==> src/rtl/f_addsub_front.sv <==
// f_addsub_front: FP add/sub front end, four elastic stages (capture, align prep, shift, add).
// Define FADD_SHIFT_STICKY_EN to fold bits shifted past the bottom of rest into rest[0].
`ifndef SPEF_CNT
`define SPEF_CNT 2
`endif
`ifndef SPEF_NAN
`define SPEF_NAN 0
`endif
`ifndef SPEF_INF
`define SPEF_INF 1
`endif

module f_addsub_front #(
  parameter int INFO_W = 1,
  parameter int EXP_W  = 11,
  parameter int FRAC_W = 52
) (
  input  logic                  clk,
  input  logic                  resetn,
  input  logic                  flush,
  input  logic                  in_valid,
  output logic                  in_ready,
  input  logic                  op_sub,
  input  logic                  a_sign,
  input  logic                  b_sign,
  input  logic [EXP_W:0]        a_exp,
  input  logic [EXP_W:0]        b_exp,
  input  logic [FRAC_W:0]       a_frac,
  input  logic [FRAC_W:0]       b_frac,
  input  logic [`SPEF_CNT-1:0]  a_spef,
  input  logic [`SPEF_CNT-1:0]  b_spef,
  input  logic [INFO_W-1:0]     info_in,
  output logic                  out_valid,
  input  logic                  out_ready,
  output logic [EXP_W+1:0]      res_exp,
  output logic [2*FRAC_W+3:0]   res_frac,
  output logic                  invalid,
  output logic                  res_inf,
  output logic                  res_inf_sign,
  output logic [INFO_W-1:0]     info_out
);
  localparam int EW = EXP_W + 1;
  localparam int RW = FRAC_W + 1;
  localparam int FW = FRAC_W + 3;
  localparam int OW = FW + RW;
  localparam int SW = $clog2(FRAC_W + 4);
  localparam logic [EW-1:0] BIAS = EW'((1 << (EXP_W - 1)) - 1);
  localparam logic [INFO_W-1:0] TAG = INFO_W'(1);

  typedef struct packed {
    logic              a_sign;
    logic              eb_sign;
    logic              a_nan;
    logic              a_inf;
    logic              b_nan;
    logic              b_inf;
    logic [EW-1:0]     a_exp;
    logic [EW-1:0]     b_exp;
    logic [RW-1:0]     a_frac;
    logic [RW-1:0]     b_frac;
    logic [INFO_W-1:0] info;
  } s1_t;

  typedef struct packed {
    logic [EW-1:0]     max_exp;
    logic [FW-1:0]     fa;
    logic [FW-1:0]     fb;
    logic [SW-1:0]     d;
    logic              inv;
    logic              inf;
    logic              inf_sign;
    logic [INFO_W-1:0] info;
  } s2_t;

  typedef struct packed {
    logic [EW-1:0]     max_exp;
    logic [FW-1:0]     fa;
    logic [FW-1:0]     fb_al;
    logic [RW-1:0]     rest;
    logic              inv;
    logic              inf;
    logic              inf_sign;
    logic [INFO_W-1:0] info;
  } s3_t;

  typedef struct packed {
    logic [EW:0]       exp;
    logic [OW-1:0]     frac;
    logic              inv;
    logic              inf;
    logic              inf_sign;
    logic [INFO_W-1:0] info;
  } s4_t;

  logic v1_q, v1_d, v2_q, v2_d, v3_q, v3_d, v4_q, v4_d;
  logic adv1, adv2, adv3, adv4;
  logic ld1, ld2, ld3, ld4;
  s1_t s1_q, s1_d;
  s2_t s2_q, s2_d;
  s3_t s3_q, s3_d;
  s4_t s4_q, s4_d;

  // Each stage moves on when its successor is empty or itself moving; flush overrides everything.
  always_comb begin
    adv4 = v4_q & out_ready;
    adv3 = v3_q & (~v4_q | adv4);
    adv2 = v2_q & (~v3_q | adv3);
    adv1 = v1_q & (~v2_q | adv2);
    in_ready = ~v1_q | adv1;
    ld1 = in_valid & in_ready & ~flush;
    ld2 = adv1 & ~flush;
    ld3 = adv2 & ~flush;
    ld4 = adv3 & ~flush;
    v1_d = ~flush & (ld1 | (v1_q & ~adv1));
    v2_d = ~flush & (ld2 | (v2_q & ~adv2));
    v3_d = ~flush & (ld3 | (v3_q & ~adv3));
    v4_d = ~flush & (ld4 | (v4_q & ~adv4));
  end

  always_comb begin
    s1_d = s1_q;
    if (ld1) begin
      s1_d.a_sign  = a_sign;
      s1_d.eb_sign = b_sign ^ op_sub;
      s1_d.a_nan   = a_spef[`SPEF_NAN];
      s1_d.a_inf   = a_spef[`SPEF_INF];
      s1_d.b_nan   = b_spef[`SPEF_NAN];
      s1_d.b_inf   = b_spef[`SPEF_INF];
      s1_d.a_exp   = a_exp;
      s1_d.b_exp   = b_exp;
      s1_d.a_frac  = a_frac;
      s1_d.b_frac  = b_frac;
      s1_d.info    = info_in;
    end
    if (flush) s1_d.info = s1_d.info & ~TAG;
  end

  logic          a_ge, inv2;
  logic [EW:0]   ea_x, eb_x, diff;
  logic [FW-1:0] fa_s, fb_s;

  // Ties keep the original a as the larger operand.
  always_comb begin
    ea_x = {s1_q.a_exp[EW-1], s1_q.a_exp};
    eb_x = {s1_q.b_exp[EW-1], s1_q.b_exp};
    a_ge = $signed(ea_x) >= $signed(eb_x);
    diff = a_ge ? ea_x - eb_x : eb_x - ea_x;
    fa_s = s1_q.a_sign ? -{2'b0, s1_q.a_frac} : {2'b0, s1_q.a_frac};
    fb_s = s1_q.eb_sign ? -{2'b0, s1_q.b_frac} : {2'b0, s1_q.b_frac};
    inv2 = s1_q.a_nan | s1_q.b_nan | (s1_q.a_inf & s1_q.b_inf & (s1_q.a_sign ^ s1_q.eb_sign));
    s2_d = s2_q;
    if (ld2) begin
      s2_d.max_exp  = a_ge ? s1_q.a_exp : s1_q.b_exp;
      s2_d.fa       = a_ge ? fa_s : fb_s;
      s2_d.fb       = a_ge ? fb_s : fa_s;
      s2_d.d        = diff > (EW + 1)'(FW) ? SW'(FW) : diff[SW-1:0];
      s2_d.inv      = inv2;
      s2_d.inf      = ~inv2 & (s1_q.a_inf | s1_q.b_inf);
      s2_d.inf_sign = s1_q.a_inf ? s1_q.a_sign : s1_q.eb_sign;
      s2_d.info     = s1_q.info;
    end
    if (flush) s2_d.info = s2_d.info & ~TAG;
  end

  logic signed [OW-1:0] sh;
  logic                 lost;
`ifdef FADD_SHIFT_STICKY_EN
  // A further FW guard bits catch everything the saturated shift can push out.
  logic signed [OW+FW-1:0] ext;
  assign ext  = $signed({s2_q.fb, {OW{1'b0}}}) >>> s2_q.d;
  assign sh   = ext[OW+FW-1 -: OW];
  assign lost = |ext[FW-1:0];
`else
  assign sh   = $signed({s2_q.fb, {RW{1'b0}}}) >>> s2_q.d;
  assign lost = 1'b0;
`endif

  always_comb begin
    s3_d = s3_q;
    if (ld3) begin
      s3_d.max_exp  = s2_q.max_exp;
      s3_d.fa       = s2_q.fa;
      s3_d.fb_al    = sh[OW-1 -: FW];
      s3_d.rest     = {sh[RW-1:1], sh[0] | lost};
      s3_d.inv      = s2_q.inv;
      s3_d.inf      = s2_q.inf;
      s3_d.inf_sign = s2_q.inf_sign;
      s3_d.info     = s2_q.info;
    end
    if (flush) s3_d.info = s3_d.info & ~TAG;
  end

  always_comb begin
    s4_d = s4_q;
    if (ld4) begin
      s4_d.exp      = {1'b0, s3_q.max_exp + BIAS};
      s4_d.frac     = {s3_q.fa + s3_q.fb_al, s3_q.rest};
      s4_d.inv      = s3_q.inv;
      s4_d.inf      = s3_q.inf;
      s4_d.inf_sign = s3_q.inf_sign;
      s4_d.info     = s3_q.info;
    end
    if (flush) s4_d.info = s4_d.info & ~TAG;
  end

  always_ff @(posedge clk) begin
    if (!resetn) begin
      v1_q <= 1'b0;
      v2_q <= 1'b0;
      v3_q <= 1'b0;
      v4_q <= 1'b0;
      s1_q <= '0;
      s2_q <= '0;
      s3_q <= '0;
      s4_q <= '0;
    end else begin
      v1_q <= v1_d;
      v2_q <= v2_d;
      v3_q <= v3_d;
      v4_q <= v4_d;
      s1_q <= s1_d;
      s2_q <= s2_d;
      s3_q <= s3_d;
      s4_q <= s4_d;
    end
  end

  assign out_valid    = v4_q;
  assign res_exp      = s4_q.exp;
  assign res_frac     = s4_q.frac;
  assign invalid      = s4_q.inv;
  assign res_inf      = s4_q.inf;
  assign res_inf_sign = s4_q.inf_sign;
  assign info_out     = s4_q.info;
endmodule

==> config.mk <==
export PLATFORM = sky130hd
export DESIGN_NAME = f_addsub_front
export DESIGN_NICKNAME = d
export VERILOG_FILES = /design/src/rtl/f_addsub_front.sv
export SDC_FILE = /design/constraint.sdc
export NUM_CORES = 2
export LEC_CHECK = 0
export CAP_MARGIN = 20
export CORE_MARGIN = 2
export CORE_UTILIZATION = 64
export DETAILED_ROUTE_END_ITERATION = 10
export PLACE_DENSITY = 0.85
export SYNTH_ARGS = -nofsm -noshare
export SYNTH_HDL_FRONTEND = slang
export SYNTH_SLANG_ARGS = --single-unit
==> constraint.sdc <==
create_clock -name clk -period 4.8 [get_ports clk]
set_input_delay 0.96 -clock clk [delete_from_list [all_inputs] [get_ports clk]]
set_output_delay 0.96 -clock clk [all_outputs]
set_load 0.005 [all_outputs]
# Word-level counts from Yosys, hierarchy flattened
# Cells that the tools add are included.
# W data, S select, Z words.
[totals]
register_bits = 576
input_bits = 143
output_inout_bits = 127
wordCells = 99
[op_classes]
add_sub_neg = 6
magnitude_cmp = 2
n_shift = 1
muxes = 8
n_bitwise = 44
reduce_logical = 1
[ops]
columns = ["operator", "count"]
rows = [
  ["$mux W55", 4],
  ["$neg A53 Y55", 2],
  ["$sshr A108 B6 Y108", 1],
  ["$add A55 B55 Y55", 1],
  ["$sub A12 B12 Y13", 2],
  ["$and A1 B1 Y1", 20],
  ["$gt A13 B6 Y1 const B", 1],
  ["$mux W13", 1],
  ["$add A12 B10 Y12 const B", 1],
  ["$ge A12 B12 Y1", 1],
  ["$mux W12", 1],
  ["$not A1 Y1", 11],
  ["$or A1 B1 Y1", 11],
  ["$mux W6", 1],
  ["$reduce_or A2 Y1", 1],
  ["$xor A1 B1 Y1", 2],
  ["$mux W1", 1],
]

# Logic depth before layout (Yosys ltp)
[logic_depth]
depth_word = 12
depth_mapped = 14
depth_no_buf = 14

# Least setup slack after synthesis
# OpenSTA, ideal clock, no wires.
[synth_timing]
path_type = "reg-to-reg"
from = "reg s1_q[26] (netlist name)"
to = "reg s2_q[116] (netlist name)"
setup_time_ns = 0.138
t_arrival_ns = 3.139
required_time_ns = 4.662
path_slack_ns = 1.523
stages_incl_launch_ff = 10
n_path_buf = 1
synth_period_minus_slack_ns = 3.277
cell_sequence = "dfxtp_1 -> or4_4 -> or4_4 -> or3_1 -> or3_1 -> buf_2 -> or4_4 -> o31ai_4 -> xor2_1 -> o221ai_1"
[synth_between]
elab_chain_len = 3
[synth_lines]
columns = ["item", "line_no", "text"]
rows = [
  ["from (decl)", "98", "s1_t s1_q, s1_d;"],
  ["from (signal assigned)", "212", "s1_q <= '0;"],
  ["from (signal assigned)", "221", "s1_q <= s1_d;"],
  ["$neg A53 Y55", "149", "fb_s = s1_q.eb_sign ? -{2'b0, s1_q.b_frac} : {2'b0, s1_q.b_frac};"],
  ["$mux W55", "149", ""],
  ["$mux W55", "154", "s2_d.fa = a_ge ? fa_s : fb_s;"],
  ["to (signal assigned)", "213", "s2_q <= '0;"],
  ["to (signal assigned)", "222", "s2_q <= s2_d;"],
  ["to (decl)", "99", "s2_t s2_q, s2_d;"],
]
# Every way passes these cells.
# A chain may end at the register's enable or synchronous reset.

# Final worst setup path
[layout_timing]
from = "reg s1_q[3] (netlist name)"
to = "reg s2_q[57] (netlist name)"
[layout_between]
elab_chain_len = 3
[layout_lines]
columns = ["item", "line_no", "text"]
rows = [
  ["$neg A53 Y55", "149", ""],
  ["$mux W55", "149", ""],
  ["$mux W55", "155", "s2_d.fb = a_ge ? fb_s : fa_s;"],
]
# Every way passes these cells.

==> results.py <==
metrics = {
    "power_and_ir_drop": {
        "static-leakage-power_uw": 0.0144,
        "peakVddDrop_mv": 0.263,
        "power.density_cell_area_mw_per_mm2": 301,
    },
    "clock_network": {
        "cts_buffer_depth": 3,
        "number_of_h_tree_branching_levels": 2,
        "cts_tree": "yes",
        "clkTransAtPathRegs_ns": 0.06,
        "cts_num_sinks": 576,
        "root_buffer": "clkbuf_16",
        "holdBufCountCts": 0,
        "tritoncts.num_buffers": 59,
        "postCtsSetupRepairBufs": 0,
        "cts_resized": 0,
        "clk-insertion-delay-late_ns": 0.64,
    },
    "final_layout": {
        "flow.area_growth_from_synthesis_pct": 15.3,
        "num-fill-cells": 3843,
        "layout-drive-gt1-share_pct": 5.76,
        "finalNetCount": 4368,
        "diodes": 0,
    },
    "worst_setup_path": {
        "cp_max_stage_delay_ns": 0.61,
        "rr_endpoint": "s2_q[57]",
        "critical_path.endpoint": "s2_q[57]",
        "regToRegSetupSlack_ns": 1.00,
        "r2r_cells": 8,
        "r2r-start": "s1_q[3]",
        "crit_path_start_kind": "flop",
        "worstPathArrival_ns": 4.26,
        "path_max_fanout": 7,
        "critPathRequiredTime_ns": 5.26,
        "worst_path_max_delay_cell": "or4_1",
        "worst_setup_path_startpoint": "s1_q[3]",
        "setup.worst_path.end_class": "flop",
        "critical_path_class": "reg -> reg",
        "cp_cell_sequence": "or4_1, nor4_1, nand4_1, or3_1, or4_4, o21ai_0, xor2_1, o221ai_1",
    },
    "logic_synthesis": {
        "number_of_enable_flip_flop_cells_after_synthesis": 0,
        "synthesis.area_per_instance_um2": 7.91,
        "register_area_share_after_synthesis_pct": 35.7,
        "yosys.area.top_type_share_pct": 35.7,
        "synth.distinct_cells": 72,
        "synthesis.instances": 4082,
        "synthesis.yosys.warnings": 0,
        "syn-num-nets": 4309,
        "postSynth.topFlopCell": "dfxtp_1",
        "ys_seq_elements": 576,
        "netlist.top_cell.by_area": "dfxtp_1",
        "synth_area_leaders": "dfxtp_1 36%, nand2_1 13%, a21boi_0 8.7%",
        "synth.cell_area_mm2": 0.0323,
        "synth_async_sr_flop_share_pct": 0,
    },
    "routing": {
        "detail_route.wirelength_mm": 92.3,
        "detail_route.iter0.violations": 3501,
        "route.antenna.remaining_nets": 0,
        "post-route-drc-count": 0,
        "vias": 29700,
        "drt-wirelength-per-cell_um": 19.0,
        "drt_pass1_iterations": 6,
        "vias_per_cell": 6.11,
    },
    "global_routing": {
        "grt_first_pass_wirelength_mm": 146,
        "grt_antenna_before_repair": 1,
        "grt_pass1_vias": 27100,
        "maximum_number_of_pins_on_one_net_before_global_route_repair": 210,
        "grt.overflow.total": 0,
        "grt_use_total_pct": 34.2,
    },
    "sta": {
        "worst_clock_skew_on_the_final_layout_ns": 0.0265,
        "timing_hold_violations_final": 0,
        "final_setup_violations": 0,
        "min_period_over_period_pct": 79.1,
        "setup_repair_after_global_routing_missed_its_margin": "no",
        "layout_setup_ws_ns": 1.00,
        "finalSetupTns_ns": 0,
        "period_minus_slack_ns": 3.80,
        "final-max-slew-violation-count": 0,
        "timing_worst_slew_pin_value_ns": 1.06,
        "max_freq_mhz": 263,
        "max_slew_margin_pct": 29.1,
    },
    "floorplanning": {
        "top_level_ports": 270,
        "initial_utilization_pct": 64.6,
        "dieArea_mm2": 0.0522,
        "die_ht_um": 229,
        "core.rowCount": 82,
        "fp.coreArea_mm2": 0.0500,
        "die_x_um": 229,
    },
    "placement": {
        "dp.final_hpwl_mm": 67.5,
        "port_buffers": 268,
        "pre_cts_slack_ns": 1.16,
        "routabilityCongestion": 1.00,
    },
    "run": {
        "cap_viol_max_count": 0,
    },
    "worst_hold_path": {
        "holdCritStartpoint": "res_frac[107]",
        "min_path_type": "reg -> reg",
    },
    "run_status": {
        "outcome": "complete, no violations",
    },
}
[cell families after synthesis]
family                     after synthesis  synth area share (%)
adders and majority gates               84                  3.33
and+or+nand+nor                       1586                  21.0
other                                    1                0.0116
muxes                                  156                  6.69
xor gates and xnor gates               166                  4.50
AOI/OAI and AO/OA                     1129                  24.3
DFF                                    576                  35.7
buffers and inverters                  384                  4.48
[final cells by class]
type / count / area [um^2] / share of cell area, %
Clock buffer: 82 / 1760 / 4.72
Clock inverter: 25 / 278 / 0.747
Inverter: 72 / 270 / 0.727
Multi-Input combinational cell: 3122 / 19300 / 52.0
Sequential cell: 576 / 11500 / 31.0
Tap cell: 672 / 841 / 2.26
Timing Repair Buffer: 310 / 3170 / 8.51
[power by group]
group	leakage [uW]	total [uW]	switching (uW)	internal, uW
combinational	0.00875	1410	865	549
clock	0.000998	4780	1970	2810
sequential	0.00466	4990	119	4870
total	0.0144	11200	2950	8230
[per-stage QoR]
step | utilization (%) | total power [uW] | cell area, um^2 | hold slack [ns] | instances
3_5_place_dp | 70.3 | 6470 | 35100 | 0.449 | 4751
5_1_grt | 74.4 | 11600 | 37200 | 0.481 | 4859
6_report | 74.4 | 11200 | 37200 | 0.455 | 4859
3_3_place_gp | 70.3 | 6450 | 35100 | 0.444 | 4751
2_1_floorplan | - | 6060 | 32300 | 0.436 | 4082
4_1_cts | 74.4 | 11200 | 37200 | 0.458 | 4858
[state kept, by name, summed over array words and instances, names as in the netlist]
register,count
s3_q,179
s2_q,132
s1_q,113
res_frac,108
ea_x,12
eb_x,12
res_exp,12
info_out,1
invalid,1
out_valid,1
res_inf,1
res_inf_sign,1
v1_q,1
v2_q,1
v3_q,1
[routing by layer]
metal / wire [um] / share of wire (%) / GRT usage [%]
met1: 40800 / 44 / 48.7
met2: 39900 / 43 / 52.3
met3: 8140 / 8.8 / 5.28
met4: 3440 / 3.7 / 13.0
met5: 11 / 0.012 / 0
[Yosys cell counts, types with 39 or more instances]
master / count
a21boi_0: 376
nor2_1: 143
nand2_1: 1095
o211ai_1: 115
xor2_1: 88
clkbuf_1: 282
ha_1: 81
and2_1: 64
o21ai_0: 223
a21oi_1: 128
nor2b_1: 39
inv_1: 70
dfxtp_1: 576
mux4_2: 47
xnor2_1: 78
mux2i_1: 101
nand3_1: 100
o211a_1: 43
a21o_1: 44
[cells in the final DEF (no fill, tap or decap), types with 17 or more instances in the layout]
cell type / Yosys / final
xnor2_1: 78 / 78
and2_1: 64 / 63
o211ai_1: 115 / 115
a21o_1: 44 / 44
nor2b_1: 39 / 39
a211oi_1: 17 / 17
nand2b_1: 24 / 24
ha_1: 81 / 81
o31ai_1: 37 / 37
clkbuf_16: 0 / 61
nand3_1: 100 / 100
o211a_1: 43 / 43
mux2i_1: 101 / 101
a22oi_1: 20 / 20
nand2_1: 1095 / 1094
nor2_1: 143 / 139
nor3_1: 21 / 21
inv_1: 70 / 69
mux4_2: 47 / 47
a21boi_0: 376 / 376
a21oi_1: 128 / 128
clkdlybuf4s50_1: 0 / 267
or4_1: 22 / 22
o21ai_0: 223 / 223
dfxtp_1: 576 / 570
xor2_1: 88 / 88
buf_4: 1 / 29
o41ai_1: 22 / 22
[critical path: cells and delay by family, from the launching register on]
family | cells | cell delay (ns)
XOR/XNOR | 1 | 0.29
AO/OA/AOI/OAI | 2 | 0.41
flip-flops | 1 | 0.36
AND/OR/NAND/NOR | 5 | 2.57
[how the worst min path moves through the flow]
stage / end / cells past startpoint
after floorplan: s1_q[0] / 2
after global placement: res_frac[107] / 2
after detailed placement: res_frac[107] / 2
after CTS: res_frac[107] / 2
after global routing: res_frac[15] / 2
final: res_frac[107] / 2
Note: power is estimated with default switching activity, not from simulation.
